`src/rtl/machine_timer_pkg.sv`:
```
// machine_timer_pkg
//   Shared address map for the machine-mode timer and the CSR bits it feeds.
//   Holds the timer window layout (register byte offsets, window size, default
//   base address), the machine CSR addresses the interrupt path touches, a
//   register-select enum and the byte-lane merge helper used on writes.
package machine_timer_pkg;

  // Machine-mode CSR addresses touched by the timer interrupt path.
  localparam logic [11:0] CSR_MSTATUS  = 12'h300;
  localparam logic [11:0] CSR_MIE      = 12'h304;
  localparam logic [11:0] CSR_MIP      = 12'h344;
  localparam int unsigned MIP_MTIP_BIT = 7;

  // Timer register window: four 32-bit words starting at the base address.
  localparam logic [31:0] TIMER_BASE_DEFAULT = 32'h0200_0000;
  localparam int unsigned TIMER_WINDOW_BYTES = 16;

  // Byte offsets of the timer registers within the window.
  localparam logic [3:0] MTIME_LO    = 4'h0;
  localparam logic [3:0] MTIME_HI    = 4'h4;
  localparam logic [3:0] MTIMECMP_LO = 4'h8;
  localparam logic [3:0] MTIMECMP_HI = 4'hC;

  // Word select, encoded as offset[3:2].
  typedef enum logic [1:0] {
    REG_MTIME_LO    = 2'd0,
    REG_MTIME_HI    = 2'd1,
    REG_MTIMECMP_LO = 2'd2,
    REG_MTIMECMP_HI = 2'd3
  } timer_reg_e;

  // Replace only the byte lanes whose enable is set.
  function automatic logic [31:0] apply_be(input logic [31:0] old_val,
                                           input logic [31:0] new_val,
                                           input logic [3:0]  be);
    logic [31:0] res;
    res = old_val;
    for (int i = 0; i < 4; i++) begin
      if (be[i]) res[8*i +: 8] = new_val[8*i +: 8];
    end
    return res;
  endfunction

endpackage

```
`src/rtl/machine_timer_prescaler.sv`:
```
// timer_prescaler
//   Free-running wrap counter that divides i_clk down to the mtime increment
//   rate. Counts 0..PRESCALE-1 and raises o_tick for the one cycle in which
//   the count sits at its last value, so mtime steps once per PRESCALE cycles.
//   With PRESCALE = 1 the counter never leaves 0 and o_tick is constantly 1.
// Ports:
//   i_clk   clock
//   i_rst   synchronous active-high reset (count back to 0)
//   o_tick  one-cycle increment strobe
module timer_prescaler #(
  parameter int unsigned PRESCALE = 1   // 1..65535
) (
  input  logic i_clk,
  input  logic i_rst,
  output logic o_tick
);

  localparam logic [15:0] LAST = 16'(PRESCALE - 1);

  logic [15:0] cnt;

  assign o_tick = (cnt == LAST);

  always_ff @(posedge i_clk) begin
    if (i_rst)       cnt <= '0;
    else if (o_tick) cnt <= '0;
    else             cnt <= cnt + 16'd1;
  end

endmodule

```
`src/rtl/machine_timer.sv`:
```
// machine_timer
//   Memory-mapped RISC-V machine timer (single hart, RV32). Holds the 64-bit
//   mtime and mtimecmp registers as pairs of 32-bit words and drives the
//   machine timer interrupt pending level into the CSR unit.
//   Bus protocol: a request is accepted when i_req = 1 and no ack is pending;
//   o_ack pulses for exactly one cycle after the accept edge, so a request
//   held high through its ack is not taken twice.
// Ports:
//   i_clk, i_rst          clock, synchronous active-high reset
//   i_req, i_we           request valid, 1 = write / 0 = read
//   i_addr, i_wdata, i_be byte address, write data, write byte enables
//   o_ack                 one-cycle response strobe
//   o_rdata               read data, zero whenever o_ack = 0
//   o_err                 misaligned or out-of-window access, with o_ack
//   o_Int_tip             timer interrupt pending (mtime >= mtimecmp)
module machine_timer
  import machine_timer_pkg::*;
#(
  parameter logic [31:0] BASE_ADDR = TIMER_BASE_DEFAULT,  // 16-byte aligned
  parameter int unsigned PRESCALE  = 1,
  parameter logic [63:0] CMP_RESET = 64'hFFFF_FFFF_FFFF_FFFF
) (
  input  logic        i_clk,
  input  logic        i_rst,
  input  logic        i_req,
  input  logic        i_we,
  input  logic [31:0] i_addr,
  input  logic [31:0] i_wdata,
  input  logic [3:0]  i_be,
  output logic        o_ack,
  output logic [31:0] o_rdata,
  output logic        o_err,
  output logic        o_Int_tip
);

  logic [63:0] mtime, mtime_n;
  logic [63:0] mtimecmp, mtimecmp_n;
  logic        tick;

  timer_prescaler #(.PRESCALE(PRESCALE)) u_prescaler (
    .i_clk  (i_clk),
    .i_rst  (i_rst),
    .o_tick (tick)
  );

  // ---------------------------------------------------------------------------
  // Address decode. Offsetting by the base first makes addresses below the
  // window wrap to huge values, so one unsigned compare covers both sides.
  // With a word-aligned base, rel[1:0] equals i_addr[1:0].
  // ---------------------------------------------------------------------------
  logic [31:0] rel;
  logic        in_win, aligned, addr_ok;
  timer_reg_e  sel;

  assign rel     = i_addr - BASE_ADDR;
  assign in_win  = (rel < 32'(TIMER_WINDOW_BYTES));
  assign aligned = (rel[1:0] == 2'b00);
  assign addr_ok = in_win && aligned;
  assign sel     = timer_reg_e'(rel[3:2]);

  // ---------------------------------------------------------------------------
  // Handshake and write strobes. An all-zero byte enable is a legal no-op.
  // ---------------------------------------------------------------------------
  logic accept, wr_en, rd_en;
  logic wr_mtime_lo, wr_mtime_hi, wr_cmp_lo, wr_cmp_hi;

  assign accept      = i_req && !o_ack;
  assign wr_en       = accept && i_we && addr_ok && (i_be != 4'h0);
  assign rd_en       = accept && !i_we && addr_ok;
  assign wr_mtime_lo = wr_en && (sel == REG_MTIME_LO);
  assign wr_mtime_hi = wr_en && (sel == REG_MTIME_HI);
  assign wr_cmp_lo   = wr_en && (sel == REG_MTIMECMP_LO);
  assign wr_cmp_hi   = wr_en && (sel == REG_MTIMECMP_HI);

  // ---------------------------------------------------------------------------
  // Next-state values. A software write to either mtime word wins over a
  // same-cycle tick: the written word takes the new value and the other word
  // holds, so neither the increment nor a lo->hi carry lands in that cycle.
  // ---------------------------------------------------------------------------
  always_comb begin
    mtime_n = mtime;
    if (wr_mtime_lo)      mtime_n[31:0]  = apply_be(mtime[31:0],  i_wdata, i_be);
    else if (wr_mtime_hi) mtime_n[63:32] = apply_be(mtime[63:32], i_wdata, i_be);
    else if (tick)        mtime_n        = mtime + 64'd1;
  end

  always_comb begin
    mtimecmp_n = mtimecmp;
    if (wr_cmp_lo) mtimecmp_n[31:0]  = apply_be(mtimecmp[31:0],  i_wdata, i_be);
    if (wr_cmp_hi) mtimecmp_n[63:32] = apply_be(mtimecmp[63:32], i_wdata, i_be);
  end

  // Read mux: register contents as they stand at the accept edge.
  logic [31:0] rd_val;

  always_comb begin
    rd_val = '0;
    case (sel)
      REG_MTIME_LO:    rd_val = mtime[31:0];
      REG_MTIME_HI:    rd_val = mtime[63:32];
      REG_MTIMECMP_LO: rd_val = mtimecmp[31:0];
      REG_MTIMECMP_HI: rd_val = mtimecmp[63:32];
      default:         rd_val = '0;
    endcase
  end

  // ---------------------------------------------------------------------------
  // State. The interrupt compares next-state values so it moves on the same
  // edge as the tick or write that changes the relationship.
  // ---------------------------------------------------------------------------
  always_ff @(posedge i_clk) begin
    if (i_rst) begin
      mtime     <= '0;
      mtimecmp  <= CMP_RESET;
      o_ack     <= 1'b0;
      o_rdata   <= '0;
      o_err     <= 1'b0;
      o_Int_tip <= 1'b0;
    end else begin
      mtime     <= mtime_n;
      mtimecmp  <= mtimecmp_n;
      o_Int_tip <= (mtime_n >= mtimecmp_n);
      o_ack     <= accept;
      o_err     <= accept && !addr_ok;
      o_rdata   <= rd_en ? rd_val : '0;
    end
  end

endmodule
```
`config.mk`:
```
export PLATFORM = sky130hd
export DESIGN_NAME = machine_timer
export DESIGN_NICKNAME = d
export VERILOG_FILES = /design/src/rtl/machine_timer_pkg.sv /design/src/rtl/machine_timer_prescaler.sv /design/src/rtl/machine_timer.sv
export SDC_FILE = /design/constraint.sdc
export NUM_CORES = 1
export LEC_CHECK = 0
export BUFFER_PORTS_ARGS = -buffer_cell sky130_fd_sc_hd__buf_4
export CORE_MARGIN = 3
export CORE_UTILIZATION = 43
export DETAILED_ROUTE_END_ITERATION = 8
export PLACE_DENSITY = 0.63
export SKIP_CTS_REPAIR_TIMING = 1
export SLEW_MARGIN = 40
export SYNTH_ARGS = -nofsm -noshare
export SYNTH_HDL_FRONTEND = slang
export SYNTH_SLANG_ARGS = --single-unit
```
`constraint.sdc`:
```
create_clock -name i_clk -period 9.8 [get_ports i_clk]
set_input_delay 2.94 -clock i_clk [delete_from_list [all_inputs] [get_ports i_clk]]
set_output_delay 2.94 -clock i_clk [all_outputs]
set_load 0.02 [all_outputs]
```
==> key figures, run 1 <==
Timing
  • Worst setup margin: 2.593 ns
  • Final Max Tran Viols: 0
  • Fin. Hold Viols: 0
  • Worst slew margin: around two fifths
  • Summed negative setup slack over all endpoints: 0 ns
  • Hold slack final: 0.4755 ns
  • Shortest period the worst path allows: 7.207 ns
  • Fraction of the cycle the final worst path needs: around 74%
  • Setup violations, final: 0
  • RSZ-0062 raised after global routing: no
  • Highest Clock Rate: 138.8 MHz
  • Layout Skew: 0.01368 ns
  • Worst slew pin tran: 0.8719 ns

Setup path
  • Cell depth of the worst flop-to-flop path: 17
  • Minimum setup slack among reg-to-reg paths: ~4.6 ns
  • Critical path peak fanout: 8
  • CP Capture Type: flop
  • Sort of element at the start of the critical path: input port
  • Destination of the critical timing path: o_Int_tip
  • Crit path arrival time: between 7 and 8 ns
  • FF-to-FF End: o_Int_tip
  • Required time worst endpoint: 10.16 ns
  • Startpoint of the worst register-to-register path: u_prescaler.cnt[0]
  • Source of the critical timing path: i_addr[25]
  • Critical path start-end classification: in -> reg

Clock tree
  • Clock Pin Slew Worst Setup and Hold Paths: 0.08 ns
  • Cell chosen for the clock root: sky130_fd_sc_hd__clkbuf_16
  • Insertion delay to the later sink of the worst-skew pair: 0.44 ns
  • CTS tree: built
  • Buffers from clock root to sink, at most: 2
  • Clock buffers created by TritonCTS: 17
  • Number of H-tree branching levels: 4
  • Sinks on the clock net: between 150 and 200

Place
  • DP Worst Slack: 2.331 ns
  • Final weighted congestion in routability-driven placement: 0.9662
  • Post-DP HPWL: 25960 um
  • Count of input and output buffers: 106
  • Placed instance count: 1584

Floorplanning
  • DIE WIDTH: 163.3 um
  • Initial cell density of the core: 44.54%
  • Placeable Area: 23890 sq um
  • Y dimension of the die: around 160 um
  • Count of standard-cell rows: between 50 and 60
  • Die ar.: ~27000 sq um
  • Number of placed I/O pins: ~110

Route
  • Routed wire per std cell: 21.58 um
  • Number of vias in the routed layout: 9951
  • Routed wire length: 34870 um
  • DRC: 0
  • DRT iter0 DRCs: 946
  • Number of optimization iterations in the first detailed-route pass: 5
  • Post-route antenna net violation count: 0
  • Number of vias per cell: 6.158

Logic synthesis
  • Number of synthesized flops with an enable pin: 0
  • Synth Instances: 1202
  • Flip-flop and latch count after synthesis: 179
  • Async S/R FF share, synth: 0%
  • Cell variety after synth: 84
  • Primary FF master, synth: sky130_fd_sc_hd__dfxtp_1
  • Net count after synthesis: 1342
  • Average size of a mapped cell: ~8.9 sq um
  • Post-synthesis instance area: 10640 sq um
  • Fraction of the yosys area taken by sequential cells: about a third
  • Yosys Warn Count: 0

Global routing
  • Initial antenna violation count: 0
  • Pin count of the biggest net entering global routing: 97
  • First-pass GRT wire length: 53960 um
  • Overflow left after global routing: 0
  • Total track usage: a little over a quarter
  • Vias in the first global route: between 9000 and 10000

Outcome
  • Outcome: completed

Run
  • Max-cap viol count: 0

Power
  • Final Power: 0.001522 W
  • Leakage power figure: 5.282 nW
  • Peak supply drop: just over 0.1 mV
  • Power Density: approximately 120 nW/um^2

Finish
  • Area added between synthesis and finish: 15.58%
  • NumNets Final: 1424
  • Share of layout cells above drive strength 1: 17.58%
  • Non-filler cells in the finished layout: between 1500 and 2000
  • Number of antenna cells inserted: 0

Min path
  • Launch instance of the worst min-delay path: u_prescaler.cnt[0]
  • Class of the most critical hold timing path: reg -> reg
==> state kept, by name, summed over array words and instances, names as in the netlist <==
register and cells:
mtime 64, u_prescaler.cnt 16, o_Int_tip 1, o_err 1
mtimecmp 64, o_ack 1, o_rdata 32
==> final cells by class <==
| type | instances | area [sq um] |
|---|---|---|
| clock buffer | 18 | 439.2 |
| timing repair buffer | 117 | 882.1 |
| sequential | 179 | 3583 |
| multi-input combinational | 950 | 6770 |
| clock inverter | 14 | 155.1 |
| fill | 2282 | 11590 |
| tap | 319 | 399.1 |
| inverter | 19 | 71.32 |
==> report_power, final <==
| part | switching [W] | internal [W] |
|---|---|---|
| combinational | 0.0000486 | 0.0000373 |
| clock | 0.000335 | 0.000371 |
| sequential | 0.00000196 | 0.000728 |
==> cells in the final DEF (no fill, tap or decap), drive strengths merged, types with 3 or more instances in the layout <==
master,count
or4,9
dfxtp,179
or2,8
nand4,43
clkbuf,18
ha,68
o21a,8
inv,29
o22ai,15
and2,38
a2111oi,6
buf,117
nor2,88
nor4b,6
a21o,4
mux2i,68
nand3b,4
o21ai,39
a211o,3
o31a,3
mux2,3
nor4,36
nor3,54
nor3b,7
nand2,157
or3,10
xnor2,4
and3,51
xor2,6
nand3,40
mux4,32
nand2b,7
o211ai,8
o221a,4
nor2b,8
a211oi,17
a31oi,5
and4,5
a21oi,56
==> layer usage <==
layer | share of wire (%) | up-vias | wire length, um | track usage [%]
met5 | 0 | - | 0 | 0
met2 | 45 | 430 | 15840 | 41.87
li1 | - | 4693 | - | -
met4 | 2.2 | 0 | 773 | 7.266
met1 | 44 | 4764 | 15410 | 35.28
met3 | 8.2 | 64 | 2850 | 5.833
==> worst max-delay path: stages <==
cell	delay, ns
sky130_fd_sc_hd__buf_4	0.09
sky130_fd_sc_hd__inv_1	0.03
sky130_fd_sc_hd__ha_1	0.19
sky130_fd_sc_hd__xnor2_1	0.13
sky130_fd_sc_hd__nand3_1	0.35
sky130_fd_sc_hd__nor4_2	0.87
sky130_fd_sc_hd__and3_1	0.68
sky130_fd_sc_hd__mux2i_1	0.23
sky130_fd_sc_hd__ha_1	0.35
sky130_fd_sc_hd__nand4_1	0.21
sky130_fd_sc_hd__nor4_1	0.74
sky130_fd_sc_hd__a21oi_1	0.25
sky130_fd_sc_hd__a21oi_1	0.18
sky130_fd_sc_hd__o311ai_0	0.14
sky130_fd_sc_hd__a21oi_1	0.17
==> stage by stage <==
step | util (%) | area, sq um
after floorplan | - | 10640
after global placement | 48.96 | 11700
final | 51.48 | 12300
after detailed placement | 48.99 | 11710
after CTS | 51.48 | 12300
after global routing | 51.48 | 12300
==> cell families (layout without fill, tap and decap cells) <==
family                   count (synthesis)  after routing  synth area share (%)
XOR/XNOR                                10             10                0.8229
adder cells (fa/ha/maj)                 68             68                 7.994
multiplexers                           103            103                 13.48
buffers and inverters                   73            168                 2.833
AO/OA/AOI/OAI                          193            193                 12.04
flip-flops                             179            179                 33.67
AND/OR/NAND/NOR                        576            576                 29.16
==> worst min path at each step <==
stage	cells past startpoint	slack [ns]	endpoint
3_3_place_gp	1	0.46	u_prescaler.cnt[0]
6_report	1	0.48	u_prescaler.cnt[0]
3_5_place_dp	1	0.46	u_prescaler.cnt[0]
2_1_floorplan	1	0.44	u_prescaler.cnt[0]
4_1_cts	1	0.48	u_prescaler.cnt[0]
5_1_grt	1	0.52	u_prescaler.cnt[0]
==> cell usage after synthesis (3+ instances only) <==
cell type	number	area, sq um
sky130_fd_sc_hd__nor4_4	4	85.08
sky130_fd_sc_hd__o21a_1	8	60.06
sky130_fd_sc_hd__o211ai_1	8	60.06
sky130_fd_sc_hd__and4_1	5	43.79
sky130_fd_sc_hd__a31oi_1	5	31.28
sky130_fd_sc_hd__o221a_2	4	45.04
sky130_fd_sc_hd__nand4_1	42	262.8
sky130_fd_sc_hd__nor3b_1	6	45.04
sky130_fd_sc_hd__a211oi_1	15	112.6
sky130_fd_sc_hd__xor2_1	6	52.55
sky130_fd_sc_hd__nand3_1	40	200.2
sky130_fd_sc_hd__or3_1	9	56.30
sky130_fd_sc_hd__or4_4	3	33.78
sky130_fd_sc_hd__nor4_2	3	37.54
sky130_fd_sc_hd__inv_1	19	71.32
sky130_fd_sc_hd__mux2i_1	68	680.7
sky130_fd_sc_hd__o22ai_1	15	93.84
sky130_fd_sc_hd__ha_1	68	850.8
sky130_fd_sc_hd__nand2b_1	7	43.79
sky130_fd_sc_hd__a21o_1	4	30.03
sky130_fd_sc_hd__mux4_2	32	720.7
sky130_fd_sc_hd__nor2b_1	8	50.05
sky130_fd_sc_hd__mux2_2	3	33.78
sky130_fd_sc_hd__or2_2	6	37.54
sky130_fd_sc_hd__nor4_1	29	181.4
sky130_fd_sc_hd__xnor2_1	4	35.03
sky130_fd_sc_hd__and3_1	51	319.1
sky130_fd_sc_hd__clkbuf_1	35	131.4
sky130_fd_sc_hd__nor2_2	3	18.77
sky130_fd_sc_hd__and2_1	36	225.2
sky130_fd_sc_hd__a211o_1	3	26.28
sky130_fd_sc_hd__or4_1	6	45.04
sky130_fd_sc_hd__o31a_1	3	26.28
sky130_fd_sc_hd__nor3_1	53	265.3
sky130_fd_sc_hd__a2111oi_0	3	26.28
sky130_fd_sc_hd__dfxtp_1	179	3583
sky130_fd_sc_hd__nand3b_1	4	30.03
sky130_fd_sc_hd__a21oi_1	56	280.3
sky130_fd_sc_hd__o21ai_0	39	195.2
sky130_fd_sc_hd__buf_1	6	22.52
sky130_fd_sc_hd__nor4b_1	5	43.79
sky130_fd_sc_hd__buf_2	10	50.05
sky130_fd_sc_hd__nand2_1	156	585.6
sky130_fd_sc_hd__nor2_1	83	311.6
No activity file was read; power rests on OpenSTA's default activity.
==> inputs of run 2 (changes only) <==
Settings changed: ABC_AREA set to 1.
Clock period 9.8 ns to 7.6 ns, I/O delays scaled along.
==> run 2 against run 1 <==
  * Final cell count grew 44%
  * Flip-flop and latch count is the same
  * Combinational power grew 82%
  * Clock power grew 31%
  * Non-clock buffer count grew 5
  * First-iteration DRC count grew 71%
  * Routed wire length grew 47%
  * Cell area grew 14%
  * Core utilization shrank 1.5 points
  * Critical path type unchanged
==> key figures, run 2 <==
Outcome
  • Outcome: completed (unchanged)

Setup path
  • Critical path's largest stage delay: 0.55 ns (was 0.87 ns)
  • Sort of element at the start of the critical path: input port (unchanged)
  • CP Capture Type: flop (unchanged)
  • Cell mode on critical path: sky130_fd_sc_hd__nand2_1 (was sky130_fd_sc_hd__a21oi_1)
  • Crit path arrival time: 6.50 ns (was 7.57 ns)
  • Critical path start-end classification: in -> reg (unchanged)
  • Slowest cell on crit path: sky130_fd_sc_hd__nor3_1 (was sky130_fd_sc_hd__nor4_2)
  • Critical path peak fanout: 23 (was 8)
  • Required time worst endpoint: 7.99 ns (was 10.16 ns)

Finish
  • Area added between synthesis and finish: 13.62% (was 15.58%)
  • Total of fill cells in the finished design: 2896 (was 2282)
  • NumNets Final: 2077 (was 1424)
  • Share of the core filled with cells in the final layout: 49.94% (was 51.48%)
  • Layout Cell Area excl Fill: 13990 sq um (was 12300 sq um)
  • Share of layout cells above drive strength 1: 14.05% (was 17.58%)
  • Largest registers: mtime: 64 flops, mtimecmp: 64 flops, o_rdata: 32 flops (unchanged)
  • Commonest cells after routing, fill and taps aside: 496 x sky130_fd_sc_hd__nand2_1, 214 x sky130_fd_sc_hd__nor2_1, 185 x sky130_fd_sc_hd__inv_1 (was 179 x sky130_fd_sc_hd__dfxtp_1, 156 x sky130_fd_sc_hd__nand2_1, 116 x sky130_fd_sc_hd__buf_4)
  • Most frequent standard cell in the layout excluding fill and tap cells: sky130_fd_sc_hd__nand2_1 (was sky130_fd_sc_hd__dfxtp_1)
  • Number of antenna cells inserted: 0 (unchanged)

Logic synthesis
  • Post-synthesis instance area: 12310 sq um (was 10640 sq um)
  • Yosys Warn Count: 0 (unchanged)
  • Net count after synthesis: 2003 (was 1342)
  • Number of synthesized flops with an enable pin: 0 (unchanged)
  • Average size of a mapped cell: 6.608 sq um (was 8.854 sq um)
  • Synth Instances: 1863 (was 1202)
  • Post-synth top area cell: sky130_fd_sc_hd__dfxtp_1 (unchanged)
  • Async S/R FF share, synth: 0% (unchanged)
  • Most common cell in the netlist: sky130_fd_sc_hd__nand2_1 (was sky130_fd_sc_hd__dfxtp_1)
  • Ranking of synthesized cells by area: sky130_fd_sc_hd__dfxtp_1 29%, sky130_fd_sc_hd__nand2_1 15%, sky130_fd_sc_hd__ha_1 6.9% (was sky130_fd_sc_hd__dfxtp_1 34%, sky130_fd_sc_hd__ha_1 8.0%, sky130_fd_sc_hd__mux4_2 6.8%)
  • Share of the synthesized area in the top cell type: 29.11% (was 33.67%)
  • Flip-flop and latch count after synthesis: 179 (unchanged)
  • Primary FF master, synth: sky130_fd_sc_hd__dfxtp_1 (unchanged)
  • Synth top cells by count: 497 x sky130_fd_sc_hd__nand2_1, 216 x sky130_fd_sc_hd__nor2_1, 186 x sky130_fd_sc_hd__inv_1, 179 x sky130_fd_sc_hd__dfxtp_1, 120 x sky130_fd_sc_hd__a21oi_1 (was 179 x sky130_fd_sc_hd__dfxtp_1, 156 x sky130_fd_sc_hd__nand2_1, 83 x sky130_fd_sc_hd__nor2_1, 68 x sky130_fd_sc_hd__ha_1, 68 x sky130_fd_sc_hd__mux2i_1)
  • Cell variety after synth: 55 (was 84)
  • Fraction of the yosys area taken by sequential cells: 29.11% (was 33.67%)

Timing
  • Fraction of the cycle the final worst path needs: 80.41%
  • Worst slew margin: 42.93% (was 41.39%)
  • Setup violations, final: 0 (unchanged)
  • Highest Clock Rate: 163.6 MHz
  • Worst slew pin tran: 0.8471 ns (was 0.8719 ns)
  • Worst setup margin: 1.489 ns (was 2.593 ns)
  • Shortest period the worst path allows: 6.111 ns
  • Summed negative setup slack over all endpoints: 0 ns (unchanged)
  • RSZ-0062 raised after global routing: no (unchanged)
  • Final Max Tran Viols: 0 (unchanged)
  • Layout Skew: 0.01711 ns (was 0.01368 ns)
  • Fin. Hold Viols: 0 (unchanged)

Global routing
  • Total track usage: 33.02% (was 26.02%)
  • First-pass GRT wire length: 77890 um (was 53960 um)
  • Overflow left after global routing: 0 (unchanged)
  • Pin count of the biggest net entering global routing: 68 (was 97)
  • Initial antenna violation count: 1 (was 0)
  • Vias in the first global route: 12890 (was 9486)

Floorplanning
  • Count of standard-cell rows: 61 (was 56)
  • DIE WIDTH: 175.2 um (was 163.3 um)
  • Placeable Area: 28010 sq um (was 23890 sq um)
  • Number of placed I/O pins: 107 (unchanged)
  • Die ar.: 30700 sq um (was 26670 sq um)
  • Y dimension of the die: 175.2 um (was 163.3 um)
  • Initial cell density of the core: 43.95% (was 44.54%)

Power
  • Power Density: 144.5 nW/um^2 (was 123.7 nW/um^2)
  • Leakage power figure: 6.287 nW (was 5.282 nW)
  • Final Power: 0.002022 W (was 0.001522 W)
  • Peak supply drop: 0.1268 mV (was 0.1014 mV)

Route
  • Number of vias in the routed layout: 13570 (was 9951)
  • Number of optimization iterations in the first detailed-route pass: 7 (was 5)
  • DRT iter0 DRCs: 1620 (was 946)
  • DRC: 0 (unchanged)
  • Post-route antenna net violation count: 0 (unchanged)
  • Routed wire length: 51210 um (was 34870 um)
  • Routed wire per std cell: 22.00 um (was 21.58 um)
  • Number of vias per cell: 5.831 (was 6.158)

Clock tree
  • Buffers from clock root to sink, at most: 2 (unchanged)
  • Sinks on the clock net: 179 (unchanged)
  • Clock Pin Slew Worst Setup and Hold Paths: 0.08 ns (about the same)
  • Clock buffers created by TritonCTS: 17 (unchanged)
  • CTS tree: built (unchanged)
  • Insertion delay to the later sink of the worst-skew pair: 0.45 ns (was 0.44 ns)
  • Cell chosen for the clock root: sky130_fd_sc_hd__clkbuf_16 (unchanged)
  • Number of H-tree branching levels: 4 (unchanged)

Min path
  • Class of the most critical hold timing path: reg -> reg (unchanged)

Place
  • Count of input and output buffers: 106 (unchanged)
  • Area after DPL: 13390 sq um (was 11710 sq um)
  • DP Worst Slack: 1.136 ns (was 2.331 ns)
  • Final weighted congestion in routability-driven placement: 1.023 (was 0.9662)
  • Post-DP HPWL: 38850 um (was 25960 um)

Run
  • Max-cap viol count: 0 (unchanged)
-- run 2: cells by family (layout without fill, tap and decap cells) --
group,after synthesis,count (layout),share of synthesized area (%)
and+or+nand+nor,968,968,35.34
AOI/OAI and AO/OA,337,337,17.64
buffers and inverters,288,375,9.310
DFF,179,179,29.11
adders and majority gates,68,68,6.911
xor gates and xnor gates,18,18,1.281
muxes,5,5,0.4066
-- run 2: per-stage QoR --
step                hold slack, ns  instances
floorplan                   0.4300       1863
finish                      0.4729       2328
global route                0.5031       2328
CTS                         0.4738       2327
global placement            0.4475       2295
detailed placement          0.4614       2295
-- run 2: metal layers --
metal | vias to the layer above | routed length (um) | GRT usage, %
met3 | 104 | 5093 | 6.758
met2 | 735 | 21700 | 49.18
li1 | 6384 | - | -
met5 | - | 11 | 0
met1 | 6349 | 22520 | 47.06
met4 | 2 | 1887 | 12.17
-- run 2: area by class of cell --
| class | count | area [sq um] | share of cell area (%) |
|---|---|---|---|
| Multi-Input combinational cell | 1396 | 7594 | 54.29 |
| Inverter | 221 | 829.5 | 5.931 |
| Sequential cell | 179 | 3583 | 25.62 |
| Clock inverter | 14 | 140.1 | 1.002 |
| Clock buffer | 18 | 439.2 | 3.140 |
| Timing Repair Buffer | 122 | 928.4 | 6.637 |
| Tap cell | 378 | 473.0 | 3.381 |
-- run 2: final timing paths --
kind | to | start | cells after the start | slack [ns]
setup / recovery | o_Int_tip | i_addr[25] | 27 | 1.49
hold / removal | u_prescaler.cnt[0] | u_prescaler.cnt[0] | 1 | 0.47
setup reg to reg | o_Int_tip | mtime[12] | 20 | 3.34
hold reg to reg | u_prescaler.cnt[0] | u_prescaler.cnt[0] | 1 | 0.47
-- run 2: worst max-delay path, delay by kind of cell --
| family | cells | cell delay, ns |
|---|---|---|
| xor+xnor | 1 | 0.18 |
| buf+inv | 6 | 0.68 |
| fa+ha+maj | 2 | 0.56 |
| simple gates | 16 | 2.36 |
| compound gates | 2 | 0.42 |
-- run 2: report_power, final --
| group | switching [W] | internal [W] |
|---|---|---|
| sequential | 0.00000193 | 0.000939 |
| combinational | 0.000105 | 0.0000504 |
| clock | 0.000478 | 0.000448 |
| total | 0.000585 | 0.00144 |
